File: src/rtl/mips_ctrl_pkg.sv
// Shared encodings for the multi-cycle MIPS control unit: opcodes, FSM states,
// datapath select codes and the bundled control-word type.
package mips_ctrl_pkg;

    localparam logic [5:0] OP_RTYPE = 6'b000000;
    localparam logic [5:0] OP_LW    = 6'b100011;
    localparam logic [5:0] OP_SW    = 6'b101011;
    localparam logic [5:0] OP_BEQ   = 6'b000100;
    localparam logic [5:0] OP_J     = 6'b000010;
    localparam logic [5:0] OP_ADDI  = 6'b001000;

    localparam logic [1:0] ALU_ADD   = 2'b00;
    localparam logic [1:0] ALU_SUB   = 2'b01;
    localparam logic [1:0] ALU_FUNCT = 2'b10;

    localparam logic [1:0] SRCB_B       = 2'b00;
    localparam logic [1:0] SRCB_FOUR    = 2'b01;
    localparam logic [1:0] SRCB_IMM     = 2'b10;
    localparam logic [1:0] SRCB_IMM_SH2 = 2'b11;

    localparam logic [1:0] PCSRC_ALU    = 2'b00;
    localparam logic [1:0] PCSRC_ALUOUT = 2'b01;
    localparam logic [1:0] PCSRC_JUMP   = 2'b10;

    typedef enum logic [3:0] {
        S_IDLE,
        S_FETCH,
        S_DECODE,
        S_MEM_ADDR,
        S_MEM_READ,
        S_MEM_WB,
        S_MEM_WRITE,
        S_R_EXEC,
        S_R_WB,
        S_ADDI_EXEC,
        S_ADDI_WB,
        S_BRANCH,
        S_JUMP
    } state_t;

    typedef struct packed {
        logic       pc_write;
        logic       pc_write_cond;
        logic       ior_d;
        logic       mem_read;
        logic       mem_write;
        logic       mem_to_reg;
        logic       ir_write;
        logic       alu_src_a;
        logic       reg_write;
        logic       reg_dst;
        logic [1:0] pc_source;
        logic [1:0] alu_op;
        logic [1:0] alu_src_b;
    } ctrl_t;

    function automatic logic is_legal_op(input logic [5:0] op);
        return (op == OP_RTYPE) || (op == OP_LW) || (op == OP_SW) ||
               (op == OP_BEQ) || (op == OP_J) || (op == OP_ADDI);
    endfunction

endpackage

File: src/rtl/mips_ctrl_decode.sv
// Combinational state-to-control-word decode; mem_ready only gates the
// FETCH-stage write enables.
module mips_ctrl_decode
    import mips_ctrl_pkg::*;
(
    input  state_t state,
    input  logic   mem_ready,
    output ctrl_t  ctrl
);

    always_comb begin
        ctrl = '0;
        case (state)
            S_FETCH: begin
                ctrl.mem_read  = 1'b1;
                ctrl.alu_src_b = SRCB_FOUR;
                ctrl.pc_source = PCSRC_ALU;
                ctrl.alu_op    = ALU_ADD;
                ctrl.ir_write  = mem_ready;
                ctrl.pc_write  = mem_ready;
            end
            S_DECODE: ctrl.alu_src_b = SRCB_IMM_SH2;
            S_MEM_ADDR: begin
                ctrl.alu_src_a = 1'b1;
                ctrl.alu_src_b = SRCB_IMM;
            end
            S_MEM_READ: begin
                ctrl.mem_read = 1'b1;
                ctrl.ior_d    = 1'b1;
            end
            S_MEM_WB: begin
                ctrl.reg_write  = 1'b1;
                ctrl.mem_to_reg = 1'b1;
            end
            S_MEM_WRITE: begin
                ctrl.mem_write = 1'b1;
                ctrl.ior_d     = 1'b1;
            end
            S_R_EXEC: begin
                ctrl.alu_src_a = 1'b1;
                ctrl.alu_op    = ALU_FUNCT;
            end
            S_R_WB: begin
                ctrl.reg_write = 1'b1;
                ctrl.reg_dst   = 1'b1;
            end
            S_ADDI_EXEC: begin
                ctrl.alu_src_a = 1'b1;
                ctrl.alu_src_b = SRCB_IMM;
                ctrl.alu_op    = ALU_ADD;
            end
            S_ADDI_WB: ctrl.reg_write = 1'b1;
            S_BRANCH: begin
                ctrl.alu_src_a     = 1'b1;
                ctrl.alu_op        = ALU_SUB;
                ctrl.pc_write_cond = 1'b1;
                ctrl.pc_source     = PCSRC_ALUOUT;
            end
            S_JUMP: begin
                ctrl.pc_write  = 1'b1;
                ctrl.pc_source = PCSRC_JUMP;
            end
            default: ctrl = '0;
        endcase
    end

endmodule

File: src/rtl/mips_multicycle_control.sv
// Main control FSM for the multi-cycle MIPS datapath: state register, opcode
// latch, next-state sequencing and retired-instruction counter.
module mips_multicycle_control
    import mips_ctrl_pkg::*;
(
    input  logic        clk,
    input  logic        rst_n,
    input  logic [5:0]  opcode,
    input  logic        mem_ready,
    input  logic        zero,
    output logic        pc_write,
    output logic        pc_write_cond,
    output logic        ior_d,
    output logic        mem_read,
    output logic        mem_write,
    output logic        mem_to_reg,
    output logic        ir_write,
    output logic        alu_src_a,
    output logic        reg_write,
    output logic        reg_dst,
    output logic [1:0]  pc_source,
    output logic [1:0]  alu_op,
    output logic [1:0]  alu_src_b,
    output logic        illegal,
    output logic [31:0] instr_count
);

    state_t     state;
    state_t     state_next;
    logic [5:0] op_q;
    logic       retire;
    ctrl_t      ctrl;

    // Branch resolution happens in the datapath (pc_write_cond AND zero).
    logic unused_zero;
    assign unused_zero = zero;

    always_ff @(posedge clk or negedge rst_n) begin
        if (!rst_n) begin
            state       <= S_IDLE;
            op_q        <= '0;
            instr_count <= '0;
        end else begin
            state <= state_next;
            if (state == S_DECODE)
                op_q <= opcode;
            if (retire)
                instr_count <= instr_count + 32'd1;
        end
    end

    always_comb begin
        state_next = state;
        retire     = 1'b0;
        case (state)
            S_IDLE:  state_next = S_FETCH;
            S_FETCH: if (mem_ready) state_next = S_DECODE;
            S_DECODE: begin
                case (opcode)
                    OP_RTYPE:     state_next = S_R_EXEC;
                    OP_LW, OP_SW: state_next = S_MEM_ADDR;
                    OP_BEQ:       state_next = S_BRANCH;
                    OP_J:         state_next = S_JUMP;
                    OP_ADDI:      state_next = S_ADDI_EXEC;
                    default:      state_next = S_FETCH;
                endcase
            end
            S_MEM_ADDR:  state_next = (op_q == OP_SW) ? S_MEM_WRITE : S_MEM_READ;
            S_MEM_READ:  if (mem_ready) state_next = S_MEM_WB;
            S_MEM_WRITE: begin
                if (mem_ready) begin
                    state_next = S_FETCH;
                    retire     = 1'b1;
                end
            end
            S_R_EXEC:    state_next = S_R_WB;
            S_ADDI_EXEC: state_next = S_ADDI_WB;
            S_MEM_WB, S_R_WB, S_ADDI_WB, S_BRANCH, S_JUMP: begin
                state_next = S_FETCH;
                retire     = 1'b1;
            end
            default: state_next = S_IDLE;
        endcase
    end

    assign illegal = (state == S_DECODE) && !is_legal_op(opcode);

    mips_ctrl_decode u_decode (
        .state     (state),
        .mem_ready (mem_ready),
        .ctrl      (ctrl)
    );

    assign pc_write      = ctrl.pc_write;
    assign pc_write_cond = ctrl.pc_write_cond;
    assign ior_d         = ctrl.ior_d;
    assign mem_read      = ctrl.mem_read;
    assign mem_write     = ctrl.mem_write;
    assign mem_to_reg    = ctrl.mem_to_reg;
    assign ir_write      = ctrl.ir_write;
    assign alu_src_a     = ctrl.alu_src_a;
    assign reg_write     = ctrl.reg_write;
    assign reg_dst       = ctrl.reg_dst;
    assign pc_source     = ctrl.pc_source;
    assign alu_op        = ctrl.alu_op;
    assign alu_src_b     = ctrl.alu_src_b;

endmodule

File: config.mk
export PLATFORM = sky130hd
export DESIGN_NAME = mips_multicycle_control
export DESIGN_NICKNAME = d
export VERILOG_FILES = /design/src/rtl/mips_ctrl_pkg.sv /design/src/rtl/mips_ctrl_decode.sv /design/src/rtl/mips_multicycle_control.sv
export SDC_FILE = /design/constraint.sdc
export NUM_CORES = 1
export LEC_CHECK = 0
export CORE_ASPECT_RATIO = 1.5
export CORE_MARGIN = 2
export CORE_UTILIZATION = 53
export CTS_CLUSTER_DIAMETER = 30
export DETAILED_ROUTE_END_ITERATION = 16
export GPL_TIMING_DRIVEN = 0
export PLACE_DENSITY_LB_ADDON = 0.08
export SLEW_MARGIN = 20
export SYNTH_ARGS = -nofsm -noshare
export SYNTH_HDL_FRONTEND = slang
export SYNTH_SLANG_ARGS = --single-unit
File: constraint.sdc
create_clock -name clk -period 4.8 [get_ports clk]
set_input_delay 0.96 -clock clk [delete_from_list [all_inputs] [get_ports clk]]
set_output_delay 0.96 -clock clk [all_outputs]
set_load 0.05 [all_outputs]
Word-level counts from Yosys, hierarchy flattened

Index checks and enable logic that the tools add are counted.

Register bits: 42
Input port bits: 10
Output and inout bits: 49
Logic and storage cells: 64

$add $sub $neg: 1
Equal/unequal tests: 21
Multiplexer cells: 21
Reductions and logical operators: 18

Operators with widths:

| cell                    | number |
|---|---|
| $add A32 B1 Y32 const B | 1 |
| $pmux W4 S8             | 1 |
| $eq A4 B4 Y1 const B    | 5 |
| $pmux W4 S5             | 1 |
| $eq A6 B6 Y1 const B    | 3 |
| $eq A4 B3 Y1 const B    | 4 |
| $mux W4                 | 3 |
| $mux W1                 | 10 |
| $eq A4 B2 Y1 const B    | 2 |
| $pmux W2 S2             | 2 |
| $reduce_or A2 Y1        | 4 |
| $eq A6 B2 Y1 const B    | 1 |
| $eq A6 B3 Y1 const B    | 1 |
| $eq A6 B4 Y1 const B    | 1 |
| $logic_not A6 Y1        | 1 |
| $ne A2 B2 Y1 const B    | 3 |
| $pmux W2 S3             | 1 |
| $reduce_or A6 Y1        | 1 |
| $logic_or A1 B1 Y1      | 5 |
| $reduce_or A5 Y1        | 1 |
| $eq A4 B1 Y1 const B    | 1 |
| $logic_not A4 Y1        | 1 |
| $pmux W1 S2             | 2 |
| $reduce_or A4 Y1        | 1 |
| other kinds (5)         | 5 |

Logic depth before layout (Yosys ltp)

Gate-level depths: netlist of the first run.

Depth in word-level cells: 8
Gate-level depth with buffers: 7
Gate-level depth less buffers: 5

Cells and area by module

From an unflattened synthesis of the first run, not the netlist that was laid out.

Cell total of the unflattened synthesis: 227
Area total of the unflattened synthesis: 2349.8 µm²

Modules (own cells, without submodules):

| module                  | times used | cells an instance | area each (µm²) |
|---|---|---|---|
| mips_multicycle_control | 1          | 196               | 2098.3 |
| mips_ctrl_decode        | 1          | 31                | 251.5 |

Worst setup path before layout of the first run

Ideal clock, no wire load.

Path kind: reg-to-output
Start: reg state[2]
End: out alu_src_a
Data arrival time: 1.975 ns
Data required time: 3.840 ns
Slack: 1.865 ns
Cell stages (with the launch flop): 4
Path through: dfrtp_1 clkbuf_1 nand2b_1 a21boi_0

Longest elaborated chain between the ends: 3
Elaborated cells on any way between the ends: 6
Those cells by class: 4 x eq/ne; 1 x mux; 1 x reduce/logical

Ends and longest elaborated chain:

| item                                 | RTL line                      | RTL |
|---|---|---|
| start: declaration                   | mips_multicycle_control.sv:28 | `state_t state;` |
| start signal: assignment             | mips_multicycle_control.sv:44 | `state <= state_next;` |
| $eq A4 B2 Y1 (tied with other cells) | mips_ctrl_decode.sv:13        | `case (state)` |
| $reduce_or A4 Y1 (no line) *         | --                            |  |
| $mux W1 *                            | mips_ctrl_decode.sv:13        |  |
| end: declaration                     | mips_multicycle_control.sv:18 | `output logic alu_src_a,` |

Mark *: on every way between the ends. The rest lies on a longest branch, timed or not.

Worst setup path after layout of the first run

Start: in opcode[1]
End: out illegal

Longest elaborated chain between the ends: 8
Elaborated cells on any way between the ends: 13
Those cells by class: 5 x eq/ne; 8 x reduce/logical

Ends and longest elaborated chain:

| item                                             | RTL line                      | RTL |
|---|---|---|
| start: declaration                               | mips_multicycle_control.sv:8  | `input logic [5:0] opcode,` |
| $eq A6 B6 Y1 or $logic_not A6 Y1 (tied branches) | mips_ctrl_pkg.sv:58           | `return (op == OP_RTYPE) \|\| (op == OP_LW) \|\| (op == OP_SW) \|\|` |
| $logic_or A1 B1 Y1 (3 in series)                 | mips_ctrl_pkg.sv:58           |  |
| $logic_or A1 B1 Y1                               | mips_ctrl_pkg.sv:59           | `(op == OP_BEQ) \|\| (op == OP_J) \|\| (op == OP_ADDI);` |
| $logic_or A1 B1 Y1 *                             | mips_ctrl_pkg.sv:59           |  |
| $logic_not A1 Y1 *                               | mips_multicycle_control.sv:86 | `assign illegal = (state == S_DECODE) && !is_legal_op(opcode);` |
| $logic_and A1 B1 Y1 *                            | mips_multicycle_control.sv:86 |  |
| end: declaration                                 | mips_multicycle_control.sv:24 | `output logic illegal,` |

Marks and branches as above.

==> out/results.ini, run 1 <==
[outcome]
status=completed

[logic_synthesis]
netlist_area_sq_um=2290
avgSynthCellArea_sq_um=10.2
yosys_register_bits=42
synth_warnings=0
post_synth_num_cell_types=42
syn_nets=235
ys_seq_area_share_pct=45.8
synth_cells=224

[placement]
dp.cells=328
hpwl_microns=3870
port-buffer-count=57
gp_congestion=0.862

[cts]
cts_setup_buffers=0
cts_tree=done
root_buffer=clkbuf_8
numCtsBuffers=5
ctsResizeCount=0
cts.htree.levels=2
clock_path_buffers=2
cts_sinks=42
path_clk_slew_ns=0.07
cts_hold_buffers=0
insertion_delay_ns=0.29

[detailed_routing]
vias=1931
drtAntennaViolNets=0
drc=0
vias_per_cell=5.75
wirelength_microns=5150
wl_per_cell_microns=15.3
firstDrtPassIters=6
drt_iter0_markers=147

[floorplanning]
dieArea_sq_um=4880
core_sq_um=4210
rows=29
chipHeight_microns=84.6
die-width_microns=57.7
start_util_pct=54.5
io_pins=59

[cells_and_area]
syn_to_final_growth_pct=32.0
layout.cells.non_filler=336
drive_above_1_share_pct=11.7
antennaDiodeCount=0
final_common_cell=clkdlybuf4s50_1
final_cell_mix=clkdlybuf4s50_1, dfrtp_1, nand2_1, xnor2_1, xor2_1
nets=300

[power_and_ir_drop]
p_per_area_nw_per_um2=443
power.leakage_nw=1.27
ir_worst_vdd_mv=0.533
clkPwrFrac_pct=17.0
power_frac_comb_pct=48.7
seq_power_share_pct=34.3
p_int_mw=0.761
swShare_pct=43.2
power_switching_mw=0.580

[global_routing]
antenna_found_initial=0
grt_max_degree=34
grtUsageTotal_pct=21.9
grt_pass1_vias=1919
grt_pass1_wl_microns=8530
overflow=0

[sta]
hold_viol_final=0
fin_crit_sh_pct=83.1
max-slew-margin-rel_pct=65.3
worstMarginPinSlew_ns=0.519
clock.fmax_mhz=251
period_minus_slack_ns=3.99
finalMaxSlewViolations=0
setup_tns_ns=0
setup_viol=0
rsz0062_at_grt=no
clock-skew-final_ns=0.00828

[min_path]
hp-class=register to register

[critical_path]
critPathMaxFanout=7
cp_data_arrival_time_ns=3.03
crit_required_ns=3.84
worstSetupStartpointType=input pin
worst-setup-path-type=input pin to output pin
crit_path_end_kind=output pin

[flow_run]
max_cap_viol_count=0

## worst paths after layout
path,start,end,slack (ns),cells past startpoint
max in group asynchronous,rst_n,instr_count[16]$_DFFE_PN0P_,3.82,2
worst max register to register,instr_count[3]$_DFFE_PN0P_,instr_count[28]$_DFFE_PN0P_,2.79,5
min in group asynchronous,rst_n,instr_count[28]$_DFFE_PN0P_,0.52,1
worst min register to register,instr_count[31]$_DFFE_PN0P_,instr_count[31]$_DFFE_PN0P_,0.49,1
worst min-delay path,instr_count[31]$_DFFE_PN0P_,instr_count[31]$_DFFE_PN0P_,0.49,1
worst max-delay path,opcode[1],illegal,0.81,5
## flip-flops by register name, indices dropped and copies added (netlist names)
name         cells
instr_count     32
op_q             6
state            4
## power by group through the flow
stage / sequential [mW] / combinational, mW / clock [mW]
finish: 0.460 / 0.653 / 0.227
global route: 0.468 / 0.697 / 0.248
CTS: 0.459 / 0.656 / 0.233
detailed placement: 0.464 / 0.652 / 0
global placement: 0.462 / 0.643 / 0
floorplan: 0.512 / 0.406 / 0
## cells in the mapped netlist, drive strengths merged
library cell	number	area share (%)
a211o	1	0.38
a21bo	1	0.44
a21boi	4	1.5
a21o	1	0.33
a21oi	7	1.5
a32o	1	0.44
a41oi	1	0.38
and2	4	1.1
and3	10	2.7
and4	5	1.9
buf	8	2.5
clkbuf	3	0.49
dfrtp	42	46
ha	1	0.55
inv	1	0.16
mux2	6	2.9
nand2	20	3.3
nand2b	7	2.2
nand3	6	1.3
nand3b	1	0.33
nand4	12	3.3
nand4b	2	0.76
nor2	13	2.1
nor2b	2	0.55
nor3	11	2.6
nor4	7	3.8
nor4bb	1	0.44
o2111ai	1	0.38
o21ai	6	1.3
o22ai	1	0.27
o31ai	1	0.33
or2	2	0.55
or4	1	0.33
xnor2	17	6.5
xor2	17	6.5
## critical path, stage by stage
cell             delay (ns)
clkdlybuf4s50_1        0.52
or4_1                  0.55
a21oi_1                0.23
nor2_1                 0.07
clkdlybuf4s50_1        0.70
## per-layer routing
metal	wire length [microns]	vias to the layer above	track usage, %
li1	-	925	-
met1	2010	943	25.7
met2	2820	54	39.9
met3	235	9	4.62
met4	81	0	5.50
met5	0	-	0
## cell type report
| class | instances | area, sq um |
|---|---|---|
| well taps | 46 | 57.6 |
| fillers | 331 | 1180 |
| clock inverters | 1 | 5.00 |
| multi-input cells | 170 | 1170 |
| clock buffers | 7 | 86.3 |
| inverters | 1 | 3.75 |
| flip-flops and latches | 42 | 1050 |
| repair buffers | 58 | 586 |
| plain buffers | 11 | 67.6 |
## logic make-up after synthesis
logic type / synth area share [%]
simple gates: 27.3
flops: 45.8
xor+xnor: 13.0
compound gates: 7.26
buf+inv: 3.11
mux: 2.95
fa+ha+maj: 0.545
## through the flow
| stage | total power, mW | util, % | area (sq um) | hold slack, ns | setup slack (ns) |
|---|---|---|---|---|---|
| global route | 1.41 | 71.9 | 3030 | 0.499 | 0.637 |
| finish | 1.34 | 71.9 | 3030 | 0.489 | 0.809 |
| global placement | 1.11 | 69.4 | 2920 | 0.458 | 0.802 |
| detailed placement | 1.12 | 69.8 | 2940 | 0.481 | 0.793 |
| floorplan | 0.918 | - | 2290 | 0.472 | 1.86 |
| CTS | 1.35 | 71.9 | 3030 | 0.497 | 0.789 |
(Power assumes the default switching activity.)
==> inputs of run 2 (changes only) <==
--- a/config.mk
+++ b/config.mk
@@ -7,7 +7,7 @@
 export LEC_CHECK = 0
 export CORE_ASPECT_RATIO = 1.5
 export CORE_MARGIN = 2
-export CORE_UTILIZATION = 53
+export CORE_UTILIZATION = 49
 export CTS_CLUSTER_DIAMETER = 30
 export DETAILED_ROUTE_END_ITERATION = 16
 export GPL_TIMING_DRIVEN = 0
==> constraint.sdc (replaced) <==
create_clock -name clk -period 3.75 [get_ports clk]
set_input_delay 0.75 -clock clk [delete_from_list [all_inputs] [get_ports clk]]
set_output_delay 0.75 -clock clk [all_outputs]
set_load 0.05 [all_outputs]
==> run 2 against run 1 <==
Die area is 7.7% higher. Global-route usage fell by 0.94 points. Total power up 29%. Combinational power increased by 28%. Core utilization is 4.6 points lower. Clock power up 34%. Worst setup slack got worse by 0.65 ns. Sequential share of layout area fell by 0.057 points. Largest cell class unchanged.
==> out/results.ini, run 2 (synthesis gave the netlist of run 1 again) <==
[outcome]
status=completed  ; unchanged

[cells_and_area]
drive_above_1_share_pct=12.1  ; was 11.7%
syn_to_final_growth_pct=32.2  ; was 32.0%
reg_top3=instr_count: 32 flops, op_q: 6 flops, state: 4 flops  ; unchanged
final_cell_mix=clkdlybuf4s50_1, dfrtp_1, nand2_1, xnor2_1, xor2_1  ; unchanged
antennaDiodeCount=0  ; unchanged
fillers=360  ; was 331
nets=300  ; unchanged
final_common_cell=clkdlybuf4s50_1  ; unchanged
regMostFlops=instr_count  ; unchanged
largest_reg_flops=32  ; unchanged
post-route-cell-area_sq_um=3030  ; about the same

[floorplanning]
die-width_microns=59.9  ; was 57.7 microns
io_pins=59  ; unchanged
core_sq_um=4500  ; was 4210 sq um
start_util_pct=50.9  ; was 54.5%
dieArea_sq_um=5260  ; was 4880 sq um
chipHeight_microns=87.8  ; was 84.6 microns
rows=30  ; was 29

[power_and_ir_drop]
power.leakage_nw=1.27  ; about the same
clkPwrFrac_pct=17.6  ; was 17.0%
ir_worst_vdd_mv=0.395  ; was 0.533 mV
p_int_mw=0.960  ; was 0.761 mW
p_per_area_nw_per_um2=570  ; was 443 nW/um^2
total_power_mw=1.73  ; was 1.34 mW
seq_power_share_pct=34.0  ; was 34.3%
power_frac_comb_pct=48.4  ; was 48.7%
swShare_pct=44.5  ; was 43.2%
power_switching_mw=0.769  ; was 0.580 mW

[sta]
setup_tns_ns=0  ; unchanged
max-slew-margin-rel_pct=65.5  ; was 65.3%
fin_crit_sh_pct=95.8
rsz0062_at_grt=no  ; unchanged
clock.fmax_mhz=278
setup_viol=0  ; unchanged
finalMaxSlewViolations=0  ; unchanged
period_minus_slack_ns=3.59
hold_viol_final=0  ; unchanged
clock-skew-final_ns=0.00453  ; was 0.00828 ns
worstMarginPinSlew_ns=0.515  ; was 0.519 ns

[critical_path]
reg2reg_from=instr_count[3]$_DFFE_PN0P_  ; unchanged
worst-setup-path-type=input pin to output pin  ; unchanged
crit_path_end_kind=output pin  ; unchanged
path_cells=clkdlybuf4s50_1 > or4_1 > a21oi_1 > nor2_1 > clkdlybuf4s50_1  ; unchanged
slowest_delay_ns=0.70  ; about the same
worstSetupStartpointType=input pin  ; unchanged
worstRegToRegCells=5  ; unchanged
cp_data_arrival_time_ns=2.84  ; was 3.03 ns
critPathTopFamily=buffers and inverters  ; unchanged
crit_top_cell=clkdlybuf4s50_1  ; unchanged
crit-reg2reg-capture=instr_count[26]$_DFFE_PN0P_  ; was instr_count[28]$_DFFE_PN0P_
crit_required_ns=3.00  ; was 3.84 ns
rrSetupSlack_ns=1.77  ; was 2.79 ns
cp_num_buf_inv=2  ; unchanged
critPathMaxFanout=7  ; unchanged
critPathSlowestCell=clkdlybuf4s50_1  ; unchanged

[min_path]
hp-class=input pin to asynchronous set/reset pin  ; was register to register

[detailed_routing]
drt_iter0_markers=103  ; was 147
vias=1887  ; was 1931
wl_per_cell_microns=14.9  ; was 15.3 microns
firstDrtPassIters=4  ; was 6
wirelength_microns=5050  ; was 5150 microns
drtAntennaViolNets=0  ; unchanged
vias_per_cell=5.58  ; was 5.75
drc=0  ; unchanged

[global_routing]
grt_max_degree=28  ; was 34
antenna_found_initial=0  ; unchanged
grtUsageTotal_pct=21.0  ; was 21.9%
grt_pass1_wl_microns=8320  ; was 8530 microns
overflow=0  ; unchanged
grt_pass1_vias=1746  ; was 1919

[cts]
numCtsBuffers=5  ; unchanged
path_clk_slew_ns=0.09  ; was 0.07 ns
cts_hold_buffers=0  ; unchanged
insertion_delay_ns=0.30  ; was 0.29 ns
cts_sinks=42  ; unchanged
ctsResizeCount=0  ; unchanged
cts_tree=done  ; unchanged
cts_setup_buffers=0  ; unchanged
cts.htree.levels=2  ; unchanged
root_buffer=clkbuf_8  ; unchanged
clock_path_buffers=2  ; unchanged

[placement]
port-buffer-count=57  ; unchanged
gp_congestion=0.852  ; was 0.862
place_area_sq_um=2940  ; about the same
hpwl_microns=3770  ; was 3870 microns

[flow_run]
max_cap_viol_count=0  ; unchanged

run 2: cell count changes in the layout (fill, tap and decap cells not counted):
| cell | previous run | this run |
|---|---|---|
| inv_6 | 0 | 1 |
| clkbuf_8 | 6 | 5 |
| clkinv_4 | 0 | 1 |
| clkinvlp_4 | 0 | 1 |
| clkbuf_1 | 4 | 3 |
| clkinv_2 | 1 | 0 |
run 2: per-layer routing:
metal  up-vias  GRT usage (%)  routed length [microns]
met2        46           35.8                     2590
li1        925              -                        -
met4         0           9.29                       95
met1       906           25.6                     2120
met5         -              0                        0
met3        10           3.55                      234
run 2: metrics by stage:
| step | setup WS (ns) | utilization (%) | std cells | hold WS, ns |
|---|---|---|---|---|
| 5_1_grt | 0.130 | 67.3 | 338 | 0.361 |
| 6_report | 0.158 | 67.3 | 338 | 0.349 |
| 3_3_place_gp | 0.162 | 64.9 | 329 | 0.470 |
| 4_1_cts | 0.148 | 67.3 | 338 | 0.355 |
| 3_5_place_dp | 0.154 | 65.3 | 330 | 0.468 |
| 2_1_floorplan | 1.02 | - | 224 | 0.454 |
run 2: how the worst max path moves through the flow:
stage           endpoint  cells past startpoint                 start
6_report         illegal                      5             opcode[1]
3_5_place_dp     illegal                      5             opcode[1]
3_3_place_gp     illegal                      5             opcode[1]
2_1_floorplan  alu_src_a                      3  state[2]$_DFFE_PN0P_
5_1_grt          illegal                      5             opcode[1]
4_1_cts          illegal                      5             opcode[1]
run 2: power groups by stage:
stage / Sequential, mW / Clock, mW / Combinational (mW)
after floorplan: 0.656 / 0 / 0.519
after global placement: 0.593 / 0 / 0.830
after detailed placement: 0.594 / 0 / 0.837
after CTS: 0.586 / 0.308 / 0.841
after global routing: 0.600 / 0.328 / 0.895
final: 0.587 / 0.304 / 0.837
run 2: final cells by class:
type	count	area, sq um	share of cell area (%)
buffer	11	67.6	2.23
clock buffer	5	68.8	2.27
clock inverter	3	25.0	0.825
inverter	1	3.75	0.124
multi-input combinational	170	1170	38.6
sequential	42	1050	34.7
tap	48	60.1	1.98
timing repair buffer	58	586	19.3
==> inputs of run 3 (changes only) <==
--- a/config.mk
+++ b/config.mk
@@ -5,7 +5,6 @@
 export SDC_FILE = /design/constraint.sdc
 export NUM_CORES = 1
 export LEC_CHECK = 0
-export CORE_ASPECT_RATIO = 1.5
 export CORE_MARGIN = 2
 export CORE_UTILIZATION = 49
 export CTS_CLUSTER_DIAMETER = 30
==> run 3 against run 2 <==
Clock-buffer cell count up 2. Clock power is 3% lower. Critical path depth unchanged. Combinational power is essentially flat. Non-clock buffer count unchanged. Hold slack got worse by 0.018 ns. Global-route usage down 1.3 points. Critical endpoint unchanged. Largest cell class unchanged. Largest power group unchanged.
==> out/results.ini, run 3 (synthesis gave the netlist of run 1 again) <==
[sta]
hold_viol_final=0  ; unchanged
fin_crit_sh_pct=94.9  ; was 95.8%
clock.fmax_mhz=281  ; was 278 MHz
setup_viol=0  ; unchanged
period_minus_slack_ns=3.56  ; was 3.59 ns
rsz0062_at_grt=no  ; unchanged
finalMaxSlewViolations=0  ; unchanged
worstMarginPinSlew_ns=0.514  ; was 0.515 ns
setup_tns_ns=0  ; unchanged
max-slew-margin-rel_pct=65.5  ; about the same
clock-skew-final_ns=0.00777  ; was 0.00453 ns
setup_ws_ns=0.192  ; was 0.158 ns
whs_ns=0.331  ; was 0.349 ns

[power_and_ir_drop]
seq_power_share_pct=34.2  ; was 34.0%
clkPwrFrac_pct=17.1  ; was 17.6%
power.leakage_nw=1.27  ; about the same
p_per_area_nw_per_um2=565  ; was 570 nW/um^2
p_int_mw=0.974  ; was 0.960 mW
total_power_mw=1.71  ; was 1.73 mW
swShare_pct=43.2  ; was 44.5%
power_frac_comb_pct=48.6  ; was 48.4%
ir_worst_vdd_mv=0.316  ; was 0.395 mV
power_switching_mw=0.741  ; was 0.769 mW

[cells_and_area]
regArea_sq_um=1050  ; unchanged
final_cell_mix=clkdlybuf4s50_1, dfrtp_1, nand2_1, xnor2_1, xor2_1  ; unchanged
syn_to_final_growth_pct=32.4  ; was 32.2%
drive_above_1_share_pct=11.7  ; was 12.1%
multiInputGateArea_sq_um=1170  ; unchanged
reg_top3=instr_count: 32 flops, op_q: 6 flops, state: 4 flops  ; unchanged
final_common_cell=clkdlybuf4s50_1  ; unchanged
antennaDiodeCount=0  ; unchanged
regMostFlops=instr_count  ; unchanged
nets=300  ; unchanged
largest_reg_flops=32  ; unchanged
fillers=352  ; was 360
layout.cells.non_filler=342  ; was 338

[global_routing]
grt_max_degree=32  ; was 28
grt_pass1_wl_microns=8100  ; was 8320 microns
overflow=0  ; unchanged
grtUsageTotal_pct=19.7  ; was 21.0%
grt_pass1_vias=1746  ; unchanged
antenna_found_initial=0  ; unchanged

[floorplanning]
core_sq_um=4440  ; was 4500 sq um
chipHeight_microns=72.4  ; was 87.8 microns
dieArea_sq_um=5240  ; was 5260 sq um
die-width_microns=72.4  ; was 59.9 microns
io_pins=59  ; unchanged
start_util_pct=51.6  ; was 50.9%
rows=24  ; was 30

[placement]
dp.cells=334  ; was 330
port-buffer-count=57  ; unchanged
gp_congestion=0.894  ; was 0.852
hpwl_microns=3620  ; was 3770 microns
pre_cts_ws_ns=0.183  ; was 0.154 ns

[detailed_routing]
wl_per_cell_microns=14.3  ; was 14.9 microns
vias=1871  ; was 1887
drc=0  ; unchanged
wirelength_microns=4900  ; was 5050 microns
vias_per_cell=5.47  ; was 5.58
drt_iter0_markers=73  ; was 103
drtAntennaViolNets=0  ; unchanged
firstDrtPassIters=4  ; unchanged

[critical_path]
cp_num_buf_inv=2  ; unchanged
crit_top_cell=clkdlybuf4s50_1  ; unchanged
crit_required_ns=3.00  ; about the same
critPathTopFamily=buffers and inverters  ; unchanged
crit_path_end_kind=output pin  ; unchanged
critPathMaxFanout=7  ; unchanged
critPathSlowestCell=clkdlybuf4s50_1  ; unchanged
path_cells=clkdlybuf4s50_1 > or4_1 > a21oi_1 > nor2_1 > clkdlybuf4s50_1  ; unchanged
worst-setup-path-type=input pin to output pin  ; unchanged
slowest_delay_ns=0.70  ; about the same
cp_data_arrival_time_ns=2.81  ; was 2.84 ns
worstSetupStartpointType=input pin  ; unchanged

[cts]
clock_path_buffers=2  ; unchanged
path_clk_slew_ns=0.08  ; was 0.09 ns
ctsResizeCount=0  ; unchanged
cts_hold_buffers=0  ; unchanged
cts_sinks=42  ; unchanged
cts_tree=done  ; unchanged
root_buffer=clkbuf_8  ; unchanged
cts.htree.levels=2  ; unchanged
numCtsBuffers=5  ; unchanged
cts_setup_buffers=0  ; unchanged
insertion_delay_ns=0.29  ; was 0.30 ns

[flow_run]
max_cap_viol_count=0  ; unchanged

[min_path]
hp-class=input pin to asynchronous set/reset pin  ; unchanged

[outcome]
status=completed  ; unchanged

==> run 3: final timing paths <==
path	startpoint	endpoint	slack (ns)	cells after the start
max	opcode[1]	illegal	0.19	5
min	rst_n	instr_count[28]$_DFFE_PN0P_	0.33	1
max reg2reg	instr_count[3]$_DFFE_PN0P_	instr_count[28]$_DFFE_PN0P_	1.79	5
min reg2reg	instr_count[31]$_DFFE_PN0P_	instr_count[31]$_DFFE_PN0P_	0.47	1
max in group asynchronous	rst_n	instr_count[12]$_DFFE_PN0P_	2.97	2
min in group clk	instr_count[31]$_DFFE_PN0P_	instr_count[31]$_DFFE_PN0P_	0.47	1
==> run 3: final cells by class <==
class	count	area share, %
clock buffer	7	2.84
tap	52	2.14
clock inverter	1	0.165
timing repair buffer	58	19.3
sequential	42	34.6
multi-input combinational	170	38.6
buffer	11	2.23
inverter	1	0.124
==> run 3: stage by stage <==
step	instance area, sq um	utilization [%]
2_1_floorplan	2290	-
3_3_place_gp	2930	65.9
3_5_place_dp	2940	66.2
4_1_cts	3040	68.3
5_1_grt	3040	68.3
6_report	3040	68.3
==> run 3: metal layers <==
metal,vias up,wire [microns],global-route usage (%)
li1,931,-,-
met1,897,2410,27.0
met2,39,2230,31.1
met3,4,209,4.31
met4,0,51,6.79
met5,-,0,0
==> run 3: power by group through the flow <==
| stage | combinational, mW | sequential (mW) | clock (mW) |
|---|---|---|---|
| detailed placement | 0.835 | 0.596 | 0 |
| floorplan | 0.519 | 0.656 | 0 |
| global placement | 0.826 | 0.593 | 0 |
| CTS | 0.836 | 0.588 | 0.305 |
| global route | 0.891 | 0.600 | 0.321 |
| finish | 0.834 | 0.587 | 0.294 |
